## src/rtl/qoa_spi_slave.sv

```systemverilog
`timescale 1ns/1ps
// qoa_spi_slave: SPI mode-0 slave front end for the QOA decoder.
// Oversamples sclk/cs_n/mosi in the sys_clk domain, deserialises MOSI bytes
// into rx_byte with a one-cycle data_rdy strobe, and shifts tx_byte out on MISO
// during the following byte transfer. Requires f_sys >= 8 * f_sclk.
// Reset is asserted asynchronously; its release is expected to be synchronised
// to sys_clk upstream.
// Optional build macro SPI_FRAME_ERR_EN enables the sticky frame_err flag;
// without it frame_err is tied low.
//
// state  | meaning
// -------+-------------------------------------------------------------
// IDLE   | cs_n high, MISO parked at IDLE_MISO, sclk edges ignored
// SHIFT  | inside a byte: sample MOSI on rise, advance MISO on fall
// RELOAD | byte complete, waiting for the fall that loads the next tx_byte
module qoa_spi_slave #(
    parameter int   SYNC_STAGES = 2,
    parameter logic IDLE_MISO   = 1'b0
) (
    input  logic       sys_clk,
    input  logic       sys_rst_n,
    input  logic       spi_sclk,
    input  logic       spi_cs_n,
    input  logic       spi_mosi,
    output logic       spi_miso,
    input  logic [7:0] tx_byte,
    output logic [7:0] rx_byte,
    output logic       data_rdy,
    output logic       busy,
    output logic       frame_err
);

    typedef enum logic [1:0] {
        ST_IDLE   = 2'd0,
        ST_SHIFT  = 2'd1,
        ST_RELOAD = 2'd2
    } state_t;

    logic [SYNC_STAGES-1:0] sclk_sync;
    logic [SYNC_STAGES-1:0] cs_sync;
    logic [SYNC_STAGES-1:0] mosi_sync;
    logic                   prev_sclk;
    logic                   prev_cs_n;

    logic sync_sclk;
    logic sync_cs_n;
    logic sync_mosi;
    logic sclk_rise;
    logic sclk_fall;
    logic cs_rise;
    logic cs_fall;

    state_t     state_q, state_d;
    logic [2:0] bit_cnt_q, bit_cnt_d;
    logic [7:0] rx_shift_q, rx_shift_d;
    logic [7:0] tx_shift_q, tx_shift_d;
    logic       miso_q, miso_d;
    logic [7:0] rx_byte_q, rx_byte_d;
    logic       byte_done_q, byte_done_d;
    logic       data_rdy_q;
    logic       busy_q;

    // Pin synchronisers plus one history flop per edge-detected pin.
    always_ff @(posedge sys_clk or negedge sys_rst_n) begin
        if (!sys_rst_n) begin
            sclk_sync <= '0;
            cs_sync   <= '1;
            mosi_sync <= '0;
            prev_sclk <= 1'b0;
            prev_cs_n <= 1'b1;
        end else begin
            sclk_sync <= {sclk_sync[SYNC_STAGES-2:0], spi_sclk};
            cs_sync   <= {cs_sync[SYNC_STAGES-2:0], spi_cs_n};
            mosi_sync <= {mosi_sync[SYNC_STAGES-2:0], spi_mosi};
            prev_sclk <= sync_sclk;
            prev_cs_n <= sync_cs_n;
        end
    end

    assign sync_sclk = sclk_sync[SYNC_STAGES-1];
    assign sync_cs_n = cs_sync[SYNC_STAGES-1];
    assign sync_mosi = mosi_sync[SYNC_STAGES-1];

    assign sclk_rise = sync_sclk & ~prev_sclk;
    assign sclk_fall = ~sync_sclk & prev_sclk;
    assign cs_rise   = sync_cs_n & ~prev_cs_n;
    assign cs_fall   = ~sync_cs_n & prev_cs_n;

`ifdef SPI_FRAME_ERR_EN
    logic ferr_q, ferr_d;
`endif

    // State and datapath registers; data_rdy trails rx_byte by one cycle.
    always_ff @(posedge sys_clk or negedge sys_rst_n) begin
        if (!sys_rst_n) begin
            state_q     <= ST_IDLE;
            bit_cnt_q   <= 3'd0;
            rx_shift_q  <= 8'h00;
            tx_shift_q  <= 8'h00;
            miso_q      <= IDLE_MISO;
            rx_byte_q   <= 8'h00;
            byte_done_q <= 1'b0;
            data_rdy_q  <= 1'b0;
            busy_q      <= 1'b0;
`ifdef SPI_FRAME_ERR_EN
            ferr_q      <= 1'b0;
`endif
        end else begin
            state_q     <= state_d;
            bit_cnt_q   <= bit_cnt_d;
            rx_shift_q  <= rx_shift_d;
            tx_shift_q  <= tx_shift_d;
            miso_q      <= miso_d;
            rx_byte_q   <= rx_byte_d;
            byte_done_q <= byte_done_d;
            data_rdy_q  <= byte_done_q;
            busy_q      <= ~sync_cs_n;
`ifdef SPI_FRAME_ERR_EN
            ferr_q      <= ferr_d;
`endif
        end
    end

    // Next-state and datapath updates; a cs_n rise overrides any sclk edge.
    always_comb begin
        state_d     = state_q;
        bit_cnt_d   = bit_cnt_q;
        rx_shift_d  = rx_shift_q;
        tx_shift_d  = tx_shift_q;
        miso_d      = miso_q;
        rx_byte_d   = rx_byte_q;
        byte_done_d = 1'b0;
`ifdef SPI_FRAME_ERR_EN
        ferr_d      = ferr_q;
`endif

        if (cs_rise) begin
`ifdef SPI_FRAME_ERR_EN
            if (bit_cnt_q != 3'd0) begin
                ferr_d = 1'b1;
            end
`endif
            state_d   = ST_IDLE;
            bit_cnt_d = 3'd0;
            miso_d    = IDLE_MISO;
        end else begin
            case (state_q)
                ST_IDLE: begin
                    bit_cnt_d = 3'd0;
                    miso_d    = IDLE_MISO;
                    if (cs_fall) begin
                        tx_shift_d = tx_byte;
                        miso_d     = tx_byte[7];
                        state_d    = ST_SHIFT;
`ifdef SPI_FRAME_ERR_EN
                        ferr_d     = 1'b0;
`endif
                    end
                end
                ST_SHIFT: begin
                    if (sclk_rise) begin
                        rx_shift_d = {rx_shift_q[6:0], sync_mosi};
                        if (bit_cnt_q == 3'd7) begin
                            rx_byte_d   = {rx_shift_q[6:0], sync_mosi};
                            byte_done_d = 1'b1;
                            bit_cnt_d   = 3'd0;
                            state_d     = ST_RELOAD;
                        end else begin
                            bit_cnt_d = bit_cnt_q + 3'd1;
                        end
                    end else if (sclk_fall && (bit_cnt_q != 3'd0)) begin
                        tx_shift_d = tx_shift_q << 1;
                        miso_d     = tx_shift_q[6];
                    end
                end
                ST_RELOAD: begin
                    if (sclk_fall) begin
                        tx_shift_d = tx_byte;
                        miso_d     = tx_byte[7];
                        state_d    = ST_SHIFT;
                    end else if (sclk_rise) begin
                        // Out-of-protocol rise: count it as bit 7 of the next byte.
                        rx_shift_d = {rx_shift_q[6:0], sync_mosi};
                        bit_cnt_d  = 3'd1;
                        tx_shift_d = tx_byte;
                        miso_d     = tx_byte[7];
                        state_d    = ST_SHIFT;
                    end
                end
                default: begin
                    state_d   = ST_IDLE;
                    bit_cnt_d = 3'd0;
                    miso_d    = IDLE_MISO;
                end
            endcase
        end
    end

    assign spi_miso = miso_q;
    assign rx_byte  = rx_byte_q;
    assign data_rdy = data_rdy_q;
    assign busy     = busy_q;
`ifdef SPI_FRAME_ERR_EN
    assign frame_err = ferr_q;
`else
    assign frame_err = 1'b0;
`endif

endmodule

```

## config.mk

```make
export PLATFORM = sky130hd
export DESIGN_NAME = qoa_spi_slave
export DESIGN_NICKNAME = d
export VERILOG_FILES = /design/src/rtl/qoa_spi_slave.sv
export SDC_FILE = /design/constraint.sdc
export NUM_CORES = 1
export LEC_CHECK = 0
export CAP_MARGIN = 20
export CORE_UTILIZATION = 60
export CTS_BUF_LIST = sky130_fd_sc_hd__clkbuf_2 sky130_fd_sc_hd__clkbuf_4 sky130_fd_sc_hd__clkbuf_8
export CTS_CLUSTER_SIZE = 20
export DETAILED_ROUTE_END_ITERATION = 10
export GPL_TIMING_DRIVEN = 0
export MAX_ROUTING_LAYER = met4
export PLACE_DENSITY = 0.92
export RECOVER_POWER = 100
export SYNTH_ARGS = -nofsm -noshare
export SYNTH_HDL_FRONTEND = slang
export SYNTH_SLANG_ARGS = --single-unit
```

## constraint.sdc

```tcl
create_clock -name sys_clk -period 3.88 [get_ports sys_clk]
set_clock_uncertainty 0.2 [all_clocks]
set_input_delay 0.388 -clock sys_clk [delete_from_list [all_inputs] [get_ports sys_clk]]
set_output_delay 0.388 -clock sys_clk [all_outputs]
set_load 0.03 [all_outputs]
```

==> results.json <==
{
  "power_uw": 1200,
  "reg2reg_to": "tx_shift_q[4]$_DFFE_PN0P_",
  "netlist.top_cell.by_area": "dfrtp_1",
  "critical_path_required_ps": 3750,
  "wirelength_um": 3050,
  "n_antenna_cell": 0,
  "antenna_found_initial": 0,
  "crit_family": "buffers and inverters",
  "synth_cells": 137,
  "critPathKind": "in2async",
  "violations": "max-capacitance violations, max-slew violations",
  "slew_viol_final": 40,
  "area_growth_pct": 19.0,
  "wl_per_cell_um": 15.3,
  "avgSynthCellArea_um2": 12.8,
  "power_density_nw_per_um2": 570,
  "synth_flop_cell": "dfrtp_1",
  "detailed_place_hpwl_um": 2220,
  "grt_pass1_wl_um": 5350,
  "netlist_area_um2": 1760,
  "clkTransAtPathRegs_ps": 100,
  "hold_violations": 0,
  "num_rows": 19,
  "crit_fanout": 39,
  "num-fill-cells": 192,
  "tightestPinTransition_ps": 1980,
  "gp_congestion": 0.873,
  "drcViolationCount": 0,
  "layout.area.seq_um2": 980,
  "final_cell_mix": "dfrtp_1 (36), mux2_2 (16), dlygate4sd3_1 (15)",
  "setup_slack_ps": 1430,
  "crit_cells": 2,
  "seq_area_frac_synth": 0.557,
  "preCtsSetupSlack_ps": 1720,
  "cp_slowest_cell": "clkbuf_1",
  "cts_tree": "done",
  "rsz0062_at_grt": "no",
  "drive_gt1_frac": 0.179,
  "cts_root_buffer": "clkbuf_4",
  "cts-buffers-inserted": 5,
  "hold_slack_ps": 168,
  "nNetsFinal": 192,
  "cap_violations": 1,
  "core_um2": 2760,
  "cts-htree-levels": 2,
  "finalSetupTns_ps": 0,
  "fin_crit_sh": 0.633,
  "postRouteAntennaNets": 0,
  "endpoint_kind": "async pin",
  "path_buf_inv": 2,
  "mostFrequentLayoutCell": "dfrtp_1",
  "grt_max_degree": 40,
  "io_buffer_count": 23,
  "ys_ff_latch": 39,
  "drt_iter0_drc": 40,
  "synth_warnings": 0,
  "synth_top_area_frac": 0.512,
  "period_needed_ps": 2450,
  "cts_max_path_buffers": 2,
  "critPathLaunch": "sys_rst_n",
  "setup_viol": 0,
  "grt_pass1_vias": 1201,
  "synth-edff-count": 0,
  "max_stage_delay_ps": 1410,
  "first_pass_iters": 5,
  "async_reset_ff_frac": 1.00,
  "critPathCapture": "prev_sclk$_DFF_PN0_",
  "fmax_mhz": 407,
  "fin_util": 0.760,
  "outcome": "finished, violations left",
  "grt_util_all_layers": 0.235,
  "synthTopCellsByArea": "dfrtp_1 (51%), mux2_2 (10%), ha_1 (7.8%)",
  "die_y_um": 56.2,
  "maxSlewHeadroom": -0.320,
  "cp.arrival_ps": 2330,
  "rr_startpoint": "state_q[0]$_DFFE_PN0P_",
  "p_leak_uw": 0.00102,
  "hold_class": "reg2reg",
  "r2r_slack_ps": 1460,
  "start_util": 0.638,
  "clk_latency_ps": 340,
  "irDropWorstVdd_v": 0.000538,
  "grt_overflow_total": 0,
  "pin_count": 25,
  "vias": 1144,
  "synthesis.nets": 161,
  "die_x_um": 56.2,
  "start_kind": "input port",
  "rr_worst_depth": 7,
  "viasPerCell": 5.75,
  "clock_sinks": 39,
  "multi_input_area_um2": 699,
  "path_cells": "dlygate4sd3_1 -> clkbuf_1",
  "synthDistinctLibCells": 30,
  "die_area_um2": 3150
}
worst min path at each step:
stage	startpoint	end	slack, ps	depth (start not counted)
2_1_floorplan	sys_rst_n	bit_cnt_q[0]$_DFFE_PN0P_	-110	0
6_report	cs_sync[0]$_DFF_PN1_	cs_sync[1]$_DFF_PN1_	170	0
3_3_place_gp	mosi_sync[0]$_DFF_PN0_	mosi_sync[1]$_DFF_PN0_	130	0
4_1_cts	cs_sync[0]$_DFF_PN1_	cs_sync[1]$_DFF_PN1_	160	0
5_1_grt	cs_sync[0]$_DFF_PN1_	cs_sync[1]$_DFF_PN1_	180	0
3_5_place_dp	sclk_sync[0]$_DFF_PN0_	sclk_sync[1]$_DFF_PN0_	150	0
report_power, final:
group / switching, µW / total (µW) / internal [µW]
logic: 205 / 385 / 180
clock network: 128 / 260 / 132
registers: 56.3 / 550 / 494
total: 389 / 1200 / 806
registers in the layout, indices dropped and copies added, names as in the netlist:
| signal | flops |
|---|---|
| rx_byte | 8 |
| rx_shift_q | 7 |
| tx_shift_q | 7 |
| bit_cnt_q | 3 |
| cs_sync | 2 |
| mosi_sync | 2 |
| sclk_sync | 2 |
| state_q | 2 |
| busy | 1 |
| byte_done_q | 1 |
| data_rdy | 1 |
| prev_cs_n | 1 |
| prev_sclk | 1 |
| spi_miso | 1 |
synthesized netlist by cell type (2+ instances only):
| master | n |
|---|---|
| nand2_1 | 4 |
| dfstp_2 | 3 |
| mux2_2 | 16 |
| nand2b_1 | 2 |
| nor2_1 | 2 |
| dfrtp_1 | 36 |
| inv_1 | 11 |
| mux2i_1 | 9 |
| a31oi_1 | 6 |
| a21oi_1 | 11 |
| nor2b_1 | 3 |
| buf_6 | 2 |
| ha_1 | 11 |
| o21ai_0 | 5 |
stage by stage:
stage	std cells	area [µm²]
finish	199	2100
global route	199	2100
CTS	199	2110
detailed placement	191	2020
global placement	191	2030
floorplan	137	1760
cell families (layout without fill, tap and decap cells):
group                      Yosys count  in the layout  share of synthesized area
AOI/OAI and AO/OA                   29             29                      0.113
adders and majority gates           11             11                     0.0782
buffers and inverters               15             46                     0.0434
DFF                                 39             39                      0.557
muxes                               25             25                      0.154
other                                1              1                    0.00213
and+or+nand+nor                     17             17                     0.0533
final cells by class:
type                       instances  share of cell area
timing repair buffer              24               0.112
buffer                             4              0.0131
clock buffer                       5              0.0179
sequential                        39               0.467
clock inverter                     2              0.0179
multi-input combinational         83               0.334
inverter                          11              0.0197
tap                               31              0.0185
layer usage:
layer / vias up / routed length (µm) / global-route usage
met4: 0 / 59 / 0.0976
met2: 40 / 1520 / 0.379
met3: 6 / 155 / 0.0814
met5: - / 0 / -
met1: 554 / 1310 / 0.269
li1: 544 / - / -
what timing repair did:
item / CTS / global route
buffers inserted: 0 / 0
gates resized for setup: 0 / 0
endpoints found under the hold margin: 36 / 0
hold buffers: 1 / 0
Power figures use the tool's default switching activity.
